File: src/rtl/wb_arbiter2_if.sv
// wb_if: Wishbone B4 pipelined bundle with master and slave views.
interface wb_if;
  logic        cyc;
  logic        stb;
  logic        we;
  logic [3:0]  sel;
  logic [31:0] adr;
  logic [31:0] dat_w;
  logic [31:0] dat_r;
  logic        ack;
  logic        err;
  logic        stall;
  modport master (output cyc, stb, we, sel, adr, dat_w, input dat_r, ack, err, stall);
  modport slave (input cyc, stb, we, sel, adr, dat_w, output dat_r, ack, err, stall);
endinterface

File: src/rtl/wb_arbiter2.sv
// wb_arbiter2: two-master Wishbone B4 pipelined arbiter with alternating priority and outstanding-transfer limit.
module wb_arbiter2 #(
  parameter int MAX_OUTSTANDING = 4
) (
  input logic  clk,
  input logic  rst,
  wb_if.slave  m0,
  wb_if.slave  m1,
  wb_if.master s
);
  typedef enum logic [1:0] {IDLE, OWN0, OWN1} state_t;
  state_t     state_q, state_d;
  logic       prio_q, prio_d;
  logic [2:0] cnt_q, cnt_d;
  logic       own, act, req_cyc, full, acc, rsp;
  always_comb begin
    own = state_q == OWN1;
    act = state_q != IDLE && !rst;
    req_cyc = act && (own ? m1.cyc : m0.cyc);
    full = cnt_q == 3'(MAX_OUTSTANDING);
    s.cyc = req_cyc;
    s.stb = req_cyc && !full && (own ? m1.stb : m0.stb);
    s.we = own ? m1.we : m0.we;
    s.sel = own ? m1.sel : m0.sel;
    s.adr = own ? m1.adr : m0.adr;
    s.dat_w = own ? m1.dat_w : m0.dat_w;
    acc = s.stb && !s.stall;
    // responses with nothing outstanding (e.g. after abort or reset) are dropped
    rsp = req_cyc && cnt_q != 3'd0 && (s.ack || s.err);
    m0.ack = rsp && !own && s.ack;
    m0.err = rsp && !own && s.err;
    m1.ack = rsp && own && s.ack;
    m1.err = rsp && own && s.err;
    m0.stall = !(act && !own) || s.stall || full;
    m1.stall = !(act && own) || s.stall || full;
    m0.dat_r = s.dat_r;
    m1.dat_r = s.dat_r;
    state_d = state_q;
    prio_d = prio_q;
    cnt_d = cnt_q + {2'b0, acc} - {2'b0, rsp};
    if (state_q == IDLE) begin
      cnt_d = 3'd0;
      state_d = (m0.cyc && (!m1.cyc || !prio_q)) ? OWN0 : m1.cyc ? OWN1 : IDLE;
    end else if (!req_cyc) begin
      state_d = IDLE;
      prio_d = !own;
      cnt_d = 3'd0;
    end
  end
  always_ff @(posedge clk) begin
    if (rst) begin
      state_q <= IDLE;
      prio_q <= 1'b0;
      cnt_q <= 3'd0;
    end else begin
      state_q <= state_d;
      prio_q <= prio_d;
      cnt_q <= cnt_d;
    end
  end
endmodule
File: src/flat_wrapper.sv
// flat-port wrapper written by rule: the top's interface ports become plain ports
module wb_arbiter2_flat 
#(
  parameter int MAX_OUTSTANDING = 4
)
  (clk, rst, m0_cyc, m0_stb, m0_we, m0_sel, m0_adr, m0_dat_w, m0_dat_r, m0_ack, m0_err, m0_stall, m1_cyc, m1_stb, m1_we, m1_sel, m1_adr, m1_dat_w, m1_dat_r, m1_ack, m1_err, m1_stall, s_cyc, s_stb, s_we, s_sel, s_adr, s_dat_w, s_dat_r, s_ack, s_err, s_stall);
  wb_if m0_i ();
  wb_if m1_i ();
  wb_if s_i ();
  input logic clk;
  input logic rst;
  input wire logic [$bits(m0_i.cyc)-1:0] m0_cyc;
  input wire logic [$bits(m0_i.stb)-1:0] m0_stb;
  input wire logic [$bits(m0_i.we)-1:0] m0_we;
  input wire logic [$bits(m0_i.sel)-1:0] m0_sel;
  input wire logic [$bits(m0_i.adr)-1:0] m0_adr;
  input wire logic [$bits(m0_i.dat_w)-1:0] m0_dat_w;
  output wire logic [$bits(m0_i.dat_r)-1:0] m0_dat_r;
  output wire logic [$bits(m0_i.ack)-1:0] m0_ack;
  output wire logic [$bits(m0_i.err)-1:0] m0_err;
  output wire logic [$bits(m0_i.stall)-1:0] m0_stall;
  input wire logic [$bits(m1_i.cyc)-1:0] m1_cyc;
  input wire logic [$bits(m1_i.stb)-1:0] m1_stb;
  input wire logic [$bits(m1_i.we)-1:0] m1_we;
  input wire logic [$bits(m1_i.sel)-1:0] m1_sel;
  input wire logic [$bits(m1_i.adr)-1:0] m1_adr;
  input wire logic [$bits(m1_i.dat_w)-1:0] m1_dat_w;
  output wire logic [$bits(m1_i.dat_r)-1:0] m1_dat_r;
  output wire logic [$bits(m1_i.ack)-1:0] m1_ack;
  output wire logic [$bits(m1_i.err)-1:0] m1_err;
  output wire logic [$bits(m1_i.stall)-1:0] m1_stall;
  output wire logic [$bits(s_i.cyc)-1:0] s_cyc;
  output wire logic [$bits(s_i.stb)-1:0] s_stb;
  output wire logic [$bits(s_i.we)-1:0] s_we;
  output wire logic [$bits(s_i.sel)-1:0] s_sel;
  output wire logic [$bits(s_i.adr)-1:0] s_adr;
  output wire logic [$bits(s_i.dat_w)-1:0] s_dat_w;
  input wire logic [$bits(s_i.dat_r)-1:0] s_dat_r;
  input wire logic [$bits(s_i.ack)-1:0] s_ack;
  input wire logic [$bits(s_i.err)-1:0] s_err;
  input wire logic [$bits(s_i.stall)-1:0] s_stall;
  assign m0_i.cyc = m0_cyc;
  assign m0_i.stb = m0_stb;
  assign m0_i.we = m0_we;
  assign m0_i.sel = m0_sel;
  assign m0_i.adr = m0_adr;
  assign m0_i.dat_w = m0_dat_w;
  assign m0_dat_r = m0_i.dat_r;
  assign m0_ack = m0_i.ack;
  assign m0_err = m0_i.err;
  assign m0_stall = m0_i.stall;
  assign m1_i.cyc = m1_cyc;
  assign m1_i.stb = m1_stb;
  assign m1_i.we = m1_we;
  assign m1_i.sel = m1_sel;
  assign m1_i.adr = m1_adr;
  assign m1_i.dat_w = m1_dat_w;
  assign m1_dat_r = m1_i.dat_r;
  assign m1_ack = m1_i.ack;
  assign m1_err = m1_i.err;
  assign m1_stall = m1_i.stall;
  assign s_cyc = s_i.cyc;
  assign s_stb = s_i.stb;
  assign s_we = s_i.we;
  assign s_sel = s_i.sel;
  assign s_adr = s_i.adr;
  assign s_dat_w = s_i.dat_w;
  assign s_i.dat_r = s_dat_r;
  assign s_i.ack = s_ack;
  assign s_i.err = s_err;
  assign s_i.stall = s_stall;
  wb_arbiter2 #(.MAX_OUTSTANDING(MAX_OUTSTANDING)) u_core (.clk(clk), .rst(rst), .m0(m0_i), .m1(m1_i), .s(s_i));
endmodule
File: config.mk
export PLATFORM = sky130hd
export DESIGN_NAME = wb_arbiter2_flat
export DESIGN_NICKNAME = d
export VERILOG_FILES = /design/src/rtl/wb_arbiter2_if.sv /design/src/rtl/wb_arbiter2.sv /design/src/flat_wrapper.sv
export SDC_FILE = /design/constraint.sdc
export NUM_CORES = 1
export LEC_CHECK = 0
export BUFFER_PORTS_ARGS = -buffer_cell sky130_fd_sc_hd__buf_2
export CORE_AREA = 4 4 123 125
export DETAILED_ROUTE_END_ITERATION = 8
export DIE_AREA = 0 0 127 129
export GPL_TIMING_DRIVEN = 0
export PLACE_DENSITY = 0.43
export SKIP_CTS_REPAIR_TIMING = 1
export SYNTH_ARGS = -nofsm -noshare
export SYNTH_HDL_FRONTEND = slang
export SYNTH_SLANG_ARGS = --single-unit
File: constraint.sdc
create_clock -name clk -period 3 [get_ports clk]
set_input_delay 0.45 -clock clk [delete_from_list [all_inputs] [get_ports clk]]
set_output_delay 0.45 -clock clk [all_outputs]
set_load 0.02 [all_outputs]
Word-level counts from Yosys, hierarchy flattened
Index checks and enable logic that the tools add are counted.

Register bits after elaboration: 6. Input bits: 179. Logic and storage cells: 55.

Add/subtract/negate cells: 2. Equality and inequality tests: 3. Muxes and demuxes: 10. Bitwise gates (word level): 2. Reduce and logical (&&, ||, !) cells: 35.

Operators with widths (number): two-way mux 32 bit (2); logical AND 1 bit (16); zero test 1 bit (8); two-way mux 2 bit (4); logical OR 1 bit (6); two-way mux 4 bit (1); adder 3 x 1 -> 3 bit (1); == test 3 bit (second input constant) (1); two-way mux 1 bit (3); nonzero test 3 bit (1); OR reduction 3 bit (1); subtractor 3 x 1 -> 3 bit (1); == test 2 bit (second input constant) (1); zero test 2 bit (1); != test 2 x 1 -> 1 bit (second input constant) (1); inverter 1 bit (2); AND reduction 2 bit (1); nonzero test 2 bit (1).

Logic depth before layout (Yosys ltp)
Gate-level depths: netlist of the first run.

Word-level depth: 8. Depth in mapped cells: 11. Mapped depth without buffers: 10.

Least setup slack after synthesis of the first run
No wires, ideal clock.

Path kind: input port to flip-flop. Start point: input port m1_cyc. End point: register u_core.cnt_q[2]. Arrival time: 2.128 ns. Required time: 2.885 ns. Path slack: 0.758 ns. Stages: 11. Path through: nand3b_1 a21o_1 buf_4 nor3_1 ha_1 inv_1 ha_1 fa_1 xnor2_1 xnor2_1 nor2_1.

Word-level cells in the longest chain between the ends: 7. Elaborated cells on any way between the ends: 11.

RTL lines: start: declaration (line flat_wrapper.sv:22) `input wire logic [$bits(m1_i.cyc)-1:0] m1_cyc;`; two-way mux 1 bit * (line wb_arbiter2.sv:19) `req_cyc = act && (own ? m1.cyc : m0.cyc);`; logical AND 1 bit * (line wb_arbiter2.sv:19); logical AND 1 bit (2 in a row) (line wb_arbiter2.sv:22) `s.stb = req_cyc && !full && (own ? m1.stb : m0.stb);`; logical AND 1 bit (line wb_arbiter2.sv:27) `acc = s.stb && !s.stall;`; adder 3 x 1 -> 3 bit (line wb_arbiter2.sv:40) `cnt_d = cnt_q + {2'b0, acc} - {2'b0, rsp};`; subtractor 3 x 1 -> 3 bit (line wb_arbiter2.sv:40); end signal: assignment (line wb_arbiter2.sv:58) `cnt_q <= cnt_d;`; end: declaration (line wb_arbiter2.sv:14) `logic [2:0] cnt_q, cnt_d;`.

Mark *: on every way between the ends. The rest lies on a longest branch, timed or not. A chain may end at the register's enable or synchronous reset.

Final worst setup path of the first run
Start point: register u_core.state_q[0]. End point: register u_core.cnt_q[2].

Word-level cells in the longest chain between the ends: 8. Elaborated cells on any way between the ends: 16.

RTL lines: start: declaration (line wb_arbiter2.sv:12) `state_t state_q, state_d;`; start signal: assignment (line wb_arbiter2.sv:56) `state_q <= state_d;`; == test 2 bit or nonzero test 2 bit (tied branches) (line wb_arbiter2.sv:17, wb_arbiter2.sv:18); two-way mux 1 bit or logical AND 1 bit (tied branches) (line wb_arbiter2.sv:19, wb_arbiter2.sv:18); logical AND 1 bit (line wb_arbiter2.sv:19); logical AND 1 bit (2 in a row) (line wb_arbiter2.sv:22); logical AND 1 bit (line wb_arbiter2.sv:27); adder 3 x 1 -> 3 bit (line wb_arbiter2.sv:40); subtractor 3 x 1 -> 3 bit (line wb_arbiter2.sv:40).

Several ways; a longest one is shown, not always the timed one.

==> flow_summary.ini, run 1 <==
[status]
status = complete, no violations

[routing]
drt_wl_total_um = 9128
first_iter_violations = 27
ant_nets = 0
via_count = 2393
dr.pass1.iters = 4
routed-wl-met3_um = 1068
wl_met2_um = 4831
wl_met1_um = 3173
routedWlPerCell_um = 13.77
drc = 0
via_per_inst = 3.609
top_layer_used = met4

[global_routing]
grt_pass1_wl_um = 12730
grt_overflow = 0
grt_usage_pct = 9.628
grt_pass1_vias = 2449
grt_antenna_before_repair = 0
grt_max_degree = 11

[clocking]
cts_sinks = 6
htreeDepth = 1
clk_pin_slew_ns = 0.03
clk_latency_ns = 0.23
cts_buffers = 3
tritoncts = yes
root_buffer = clkbuf_16
cts.path.max_buffers = 2

[sta]
finalCriticalPeriod_ns = 2.379
rsz0062_at_grt = no
slew_violations = 0
finalSetupViolCount = 0
relSlewSlack_pct = 63.07
holdWs_ns = 0.4689
finalSetupTns_ns = 0
worst_pin_slew_ns = 0.5497
finalCritPeriodShare_pct = 79.31
worst_slack_ns = 0.6208
finalHoldViolations = 0
fmax_ghz = 0.4203
fin_worst_skew_ns = 0.0009917

[yosys]
synth-xor-area-share_pct = 1.009
yosysWarnings = 0
synth-edff-count = 0
syn_area_um2 = 1735
synth_compound_area_share_pct = 1.802
synth_cell_types = 24
yosysSeqAreaShare_pct = 6.921
synth_adder_area_share_pct = 2.596
muxShareOfSynthArea_pct = 45.35
syn_area_per_cell_um2 = 8.992
synth_simple_gate_area_share_pct = 8.652
syn_nets = 375
synthCells = 193
synthFlopType = dfxtp_1
async_reset_ff_share_pct = 0
synth_top_family_by_area = multiplexers
synth-seq-cells = 6

[floorplan]
pin_count = 320
fp.dieH_um = 129
dieWidth_um = 127
initial_utilization_pct = 12.50
core_um2 = 13880
dieArea_um2 = 16380
row_count = 43

[layout]
drive_gt1_share_pct = 89.65
nNetsFinal = 667
seq_area_um2 = 120.1
final_cell_mix = 289 x buf_2, 69 x mux2_2, 66 x buf_4
multi_input_area_um2 = 1031
final_common_cell = buf_2
diodes = 0
syn_to_final_growth_pct = 100.1
final_util_pct = 25.01
n_fill_cell = 1544

[power]
vdd_drop_max_uv = 140.4
sw_frac_of_total_pct = 39.33
p_int_w = 0.0005447
p_clk_share_pct = 23.7
power_leakage_nw = 1.927
switching_power_w = 0.0003531
cellPowerDensity_nw_per_um2 = 258.6
comb_power_share_pct = 66.6
seqPwrFrac_pct = 9.7

[min_path]
holdCritPathClass = primary input to flip-flop

[critical_path]
worstSetupPathType = flip-flop to flip-flop
slowest_delay_ns = 0.41
critPathLaunchType = flip-flop
crit_family = adder cells
arrival_ns = 2.50
worstPathMaxFanout = 9
cp_slowest_cell = fa_1
path_buf_inv = 2
crit_chain = nand3b_1 -> a21o_1 -> buf_4 -> nor3_1 -> ha_1 -> inv_1 -> ha_1 -> fa_1 -> xnor2_1 -> xnor2_1 -> nor2_1
cp_data_required_time_ns = 3.12
crit_path_end_kind = flip-flop

[placed_design]
gp_congestion = 0.8366
pre_cts_ws_ns = 0.5105
portBuffers = 287
dp_hpwl_um = 8419

[run]
maxCapViolCount = 0
Yosys cell counts (2+ instances only):
cell type   n  area (um2)
nand2_1     7       26.28
buf_4      66       495.5
dfxtp_1     6       120.1
and2_1      2       12.51
xnor2_1     2       17.52
nor3b_1     2       15.01
buf_2       2       10.01
nor2_1      4       15.01
buf_6       5       56.30
ha_1        2       25.02
nor3_1      7       35.03
a21oi_1     2       10.01
nor4b_1     2       17.52
mux2_2     69       777.0
inv_1       6       22.52
worst paths after layout:
path / startpoint / endpoint / slack [ns] / cells past startpoint
worst max-delay path: u_core.state_q[0] / u_core.cnt_q[2] / 0.62 / 11
worst min-delay path: rst / u_core.prio_q / 0.47 / 2
worst max register to register: u_core.state_q[0] / u_core.cnt_q[2] / 0.62 / 11
worst min register to register: u_core.prio_q / u_core.prio_q / 0.50 / 2
layout make-up:
cell class                 count  area share [%]
multi-input combinational    108           29.69
timing repair buffer         287           41.37
inverter                       6          0.6486
clock buffer                   3           2.162
sequential                     6           3.459
buffer                        73           16.18
tap                          180           6.486
stage by stage:
stage,cell area [um2],cells,total power (W)
floorplan,1735,193,0.0004557
global placement,3397,660,0.0006933
detailed placement,3397,660,0.0006963
CTS,3472,663,0.0009161
global route,3472,663,0.0009526
finish,3472,663,0.0008979
power by group through the flow:
stage	clock network [W]	registers, W	logic [W]
2_1_floorplan	0	0.0000870	0.000369
3_3_place_gp	0	0.0000879	0.000605
3_5_place_dp	0	0.0000881	0.000608
4_1_cts	0.000218	0.0000869	0.000611
5_1_grt	0.000222	0.0000876	0.000643
6_report	0.000213	0.0000869	0.000598
metal layers:
metal / GRT usage (%) / vias up
met5: 0 / -
met4: 1.136 / 0
met3: 3.694 / 8
met2: 18.24 / 141
met1: 10.46 / 1068
li1: - / 1176
cell families (layout without fill, tap and decap cells):
family,Yosys count,after routing
xor+xnor,2,2
simple gates,28,28
mux,70,70
buf+inv,79,369
compound gates,5,5
flops,6,6
fa+ha+maj,3,3
registers in the layout (all words and copies together) (netlist names):
signal / cells
u_core.cnt_q: 3
u_core.state_q: 2
u_core.prio_q: 1
Note: power is estimated with default switching activity, not from simulation.
==> inputs of run 2 (changes only) <==
clock period = 2.4 ns   (was 3 ns; I/O delays follow)
==> flow_summary.ini, run 2 (synthesis results as in run 1) <==
[critical_path]
crit_path_end_kind = flip-flop
cp_slowest_cell = dfxtp_4
worstSetupPathType = flip-flop to flip-flop
slowest_delay_ns = 0.36
crit_chain = nand3b_1 -> a21o_1 -> buf_4 -> nor3_4 -> ha_1 -> inv_1 -> ha_1 -> fa_2 -> xnor2_2 -> xnor2_1 -> nor2_1
critPathLaunchType = flip-flop
crit_top_cell = ha_1
arrival_ns = 2.35
worstPathMaxFanout = 9
cp_data_required_time_ns = 2.52

[placed_design]
portBuffers = 287
placed_area_um2 = 3397
gp_congestion = 0.8366
dp_hpwl_um = 8419

[global_routing]
grt_pass1_vias = 2449
use_met3_pct = 3.694
grt_pass1_wl_um = 12730
grt_antenna_before_repair = 0
grt_overflow = 0
grt_usage_pct = 9.628
gr-max-usage-layer = met2
grt_use_met2_pct = 18.24
grt_max_degree = 11
met1_usage_pct = 10.46

[sta]
fmax_ghz = 0.4480
rsz0062_at_grt = no
finalCriticalPeriod_ns = 2.232
holdWs_ns = 0.3791
worst_pin_slew_ns = 0.4247
fin_worst_skew_ns = 0.001062
relSlewSlack_pct = 71.53
finalCritPeriodShare_pct = 93.01
slew_violations = 0
finalSetupViolCount = 0
finalHoldViolations = 0

[routing]
drt_wl_total_um = 9168
first_iter_violations = 23
dr.pass1.iters = 4
routedWlPerCell_um = 13.83
drc = 0
via_per_inst = 3.632
ant_nets = 0
via_count = 2408

[min_path]
holdCritPathClass = primary input to flip-flop

[power]
cellPowerDensity_nw_per_um2 = 320.6
vdd_drop_max_uv = 175.9
power_leakage_nw = 1.942

[clocking]
htreeDepth = 1
root_buffer = clkbuf_16
cts_sinks = 6
tritoncts = yes
clk_latency_ns = 0.23
clk_pin_slew_ns = 0.03
cts_buffers = 3
cts.path.max_buffers = 2

[layout]
drive_gt1_share_pct = 90.68
nNetsFinal = 667
multi_input_area_um2 = 1062
final_util_pct = 25.29
n_fill_cell = 1544
regMostFlops = u_core.cnt_q
syn_to_final_growth_pct = 102.3
diodes = 0
final_cell_mix = 289 x buf_2, 69 x mux2_2, 65 x buf_4
final_common_cell = buf_2
seq_area_um2 = 123.9
top_regs = u_core.cnt_q (3), u_core.state_q (2), u_core.prio_q (1)
largest_register_ffs = 3
stdcell_area_um2 = 3511

[floorplan]
core_um2 = 13880
dieWidth_um = 127
row_count = 43
initial_utilization_pct = 12.50
fp.dieH_um = 129
pin_count = 320
dieArea_um2 = 16380

[run]
maxCapViolCount = 0

[status]
status = complete, no violations
run 2: per-layer routing:
metal | wire length, um | share of wire, % | up-vias
met2 | 4874 | 53 | 141
met4 | 54 | 0.59 | 0
met3 | 1069 | 12 | 8
li1 | - | - | 1179
met1 | 3170 | 35 | 1080
met5 | 0 | 0 | -
run 2: worst max-delay path: cells and delay by family, from the launching register on:
kind,cells,cell delay [ns]
and+or+nand+nor,3,0.38
xor gates and xnor gates,2,0.30
buffers and inverters,2,0.21
AOI/OAI and AO/OA,1,0.18
adders and majority gates,3,0.69
DFF,1,0.36
run 2: area by class of cell:
class	instances	share of cell area (%)
Buffer	73	16.11
Clock buffer	3	2.138
Inverter	6	0.6415
Multi-Input combinational cell	108	30.26
Sequential cell	6	3.528
Tap cell	180	6.415
Timing Repair Buffer	287	40.91
run 2: per-stage QoR:
stage               setup WS, ns  cells  power [W]   TNS, ns
floorplan                 0.1612    193  0.0005697         0
global placement        -0.02833    660  0.0008666  -0.02833
detailed placement      -0.02641    660  0.0008704  -0.02641
CTS                     -0.04788    663   0.001145  -0.04788
global route            0.007839    663   0.001194         0
finish                    0.1677    663   0.001126         0
run 2: final timing paths:
check | cells past startpoint | slack [ns] | to | from
worst max-delay path | 11 | 0.17 | u_core.cnt_q[2] | u_core.state_q[0]
worst min-delay path | 2 | 0.38 | u_core.state_q[0] | rst
worst max register to register | 11 | 0.17 | u_core.cnt_q[2] | u_core.state_q[0]
worst min register to register | 2 | 0.50 | u_core.prio_q | u_core.prio_q
run 2: power by group:
| part | internal, W | switching [W] | total [W] |
|---|---|---|---|
| sequential | 0.000104 | 0.00000525 | 0.000109 |
| clock | 0.000213 | 0.0000526 | 0.000266 |
| combinational | 0.000365 | 0.000385 | 0.000751 |
| total | 0.000682 | 0.000443 | 0.00113 |
==> inputs of run 3 (changes only) <==
ABC_AREA = 1   (was not set)
CORE_AREA = 4 4 121 123   (was 4 4 123 125)
DIE_AREA = 0 0 125 127   (was 0 0 127 129)
PLACE_DENSITY = 0.45   (was 0.43)
==> flow_summary.ini, run 3 <==
[layout]
drive_gt1_share_pct = 58.29
largest_register_ffs = 3
final_cell_mix = 300 x buf_2, 216 x nand2_1, 65 x buf_4
regMostFlops = u_core.cnt_q
syn_to_final_growth_pct = 98.59
diodes = 0
final_common_cell = buf_2
n_fill_cell = 1666
nNetsFinal = 829
top_regs = u_core.cnt_q (3), u_core.state_q (2), u_core.prio_q (1)

[clocking]
clk_pin_slew_ns = 0.04
htreeDepth = 1
root_buffer = clkbuf_16
cts_buffers = 3
clk_latency_ns = 0.23
cts.path.max_buffers = 2
cts_sinks = 6
tritoncts = yes

[yosys]
synth_cell_types = 17
yosysWarnings = 0
syn_area_um2 = 1770
synthFlopType = dfxtp_1
synthCells = 355
synth_top_area_share_pct = 46.01
synth_area_leaders = nand2_1 46%, buf_4 28%, dfxtp_1 6.8%
syn_nets = 537
synth_commonest_cells = 217 x nand2_1, 65 x buf_4, 15 x inv_1, 15 x nor2_1, 13 x buf_2
synth-seq-cells = 6
synth-edff-count = 0
yosysTopAreaCell = nand2_1
async_reset_ff_share_pct = 0
yosysSeqAreaShare_pct = 6.784
syn_area_per_cell_um2 = 4.987
yosysMostFrequentCell = nand2_1

[sta]
fmax_ghz = 0.4567
fin_worst_skew_ns = 0.002425
finalCriticalPeriod_ns = 2.190
worst_pin_slew_ns = 0.5001
finalHoldViolations = 0
rsz0062_at_grt = no
finalSetupTns_ns = 0
finalCritPeriodShare_pct = 91.24
relSlewSlack_pct = 66.62
slew_violations = 0
finalSetupViolCount = 0

[min_path]
holdCritPathClass = primary input to flip-flop

[floorplan]
row_count = 43
initial_utilization_pct = 12.96
core_um2 = 13670
dieWidth_um = 125
dieArea_um2 = 15880
fp.dieH_um = 127
pin_count = 320

[placed_design]
gp_congestion = 0.7565
portBuffers = 287
dp_hpwl_um = 8502

[routing]
routedWlPerCell_um = 11.64
wl_met1_um = 3791
drc = 0
wl_met2_um = 4878
dr.pass1.iters = 4
top_layer_used = met4
via_count = 2948
first_iter_violations = 53
routed-wl-met3_um = 895
via_per_inst = 3.573
drt_wl_total_um = 9601
ant_nets = 0

[global_routing]
grt_usage_pct = 10.73
grt_max_degree = 11
grt_pass1_wl_um = 14210
grt_pass1_vias = 2830
grt_antenna_before_repair = 0
grt_overflow = 0

[critical_path]
cp_data_required_time_ns = 2.52
r2r-end = u_core.cnt_q[2]
critPathCapture = u_core.cnt_q[2]
rr_startpoint = u_core.state_q[0]
reg2reg_depth = 11
arrival_ns = 2.31
critPathLaunchType = flip-flop
worstPathMaxFanout = 9
crit_path_end_kind = flip-flop
r2r_slack_ns = 0.21
crit_start = u_core.state_q[0]
worstSetupPathType = flip-flop to flip-flop

[status]
status = complete, no violations

[power]
seqPwrFrac_pct = 9.0
sw_frac_of_total_pct = 46.24
power_leakage_nw = 2.356
vdd_drop_max_uv = 355.3
cellPowerDensity_nw_per_um2 = 352.3
power.total_w = 0.001239
p_int_w = 0.0006659
p_clk_share_pct = 22.0
switching_power_w = 0.0005728
comb_power_share_pct = 69.0

[run]
maxCapViolCount = 0
==> run 3: cell count changes after synthesis, moves of 5 or more <==
| cell | before | now |
|---|---|---|
| buf_2 | 2 | 13 |
| buf_6 | 5 | 0 |
| inv_1 | 6 | 15 |
| mux2_2 | 69 | 0 |
| nand2_1 | 7 | 217 |
| nand3_1 | 0 | 5 |
| nor2_1 | 4 | 15 |
| nor3_1 | 7 | 0 |
==> run 3: power groups by stage <==
stage | combinational (W) | clock [W] | sequential, W
finish | 0.000855 | 0.000272 | 0.000112
global route | 0.000937 | 0.000280 | 0.000113
CTS | 0.000869 | 0.000275 | 0.000111
detailed placement | 0.000866 | 0 | 0.000113
global placement | 0.000867 | 0 | 0.000112
floorplan | 0.000513 | 0 | 0.000111
==> run 3: per-layer routing <==
metal / vias to the layer above / global-route usage, %
met3: 4 / 1.923
li1: 1572 / -
met1: 1211 / 13.50
met5: - / 0
met2: 161 / 19.74
met4: 0 / 1.212
==> run 3: cell type report <==
cell class	instances	area (um2)	share of cell area [%]
well taps	180	225.2	6.406
clock buffers	3	75.07	2.135
flip-flops and latches	6	121.4	3.452
repair buffers	287	1436	40.85
plain buffers	78	553.0	15.73
inverters	17	63.81	1.815
multi-input cells	254	1041	29.61
==> run 3: cells by family (layout without fill, tap and decap cells) <==
kind of cell / after synthesis / count (layout) / synth area share [%]
buffers and inverters: 95 / 385 / 34.84
adder cells (fa/ha/maj): 3 / 3 / 2.544
flip-flops: 6 / 6 / 6.785
AO/OA/AOI/OAI: 3 / 3 / 0.8478
AND/OR/NAND/NOR: 246 / 246 / 53.99
XOR/XNOR: 2 / 2 / 0.9896
==> run 3: worst min-delay path by stage <==
stage	startpoint	to	slack [ns]	cells after the start
2_1_floorplan	rst	u_core.state_q[0]	0.43	1
3_3_place_gp	u_core.prio_q	u_core.prio_q	0.47	2
3_5_place_dp	u_core.prio_q	u_core.prio_q	0.46	2
4_1_cts	rst	u_core.state_q[0]	0.32	2
5_1_grt	rst	u_core.state_q[0]	0.34	2
6_report	rst	u_core.state_q[0]	0.32	2
==> run 3: through the flow <==
step                utilization, %  std cells  hold slack, ns  worst slack [ns]  area, um2
floorplan                        -        355          0.4291            0.3368       1770
global placement             25.11        822          0.4667           0.01357       3432
detailed placement           25.11        822          0.4613          -0.01227       3432
CTS                          25.66        825          0.3198          -0.02379       3507
global route                 25.73        825          0.3434          0.002691       3516
finish                       25.73        825          0.3244            0.2102       3516
==> run 3: worst max-delay path, cell delays in order (launching register included) <==
cell and delay, ns:
dfxtp_1 0.36, inv_2 0.11, nand2_4 0.10, nand2_1 0.11, nand2_2 0.09, and3_1 0.18, ha_1 0.27, inv_1 0.04
ha_1 0.20, fa_1 0.41, xnor2_1 0.16, nor2_1 0.05
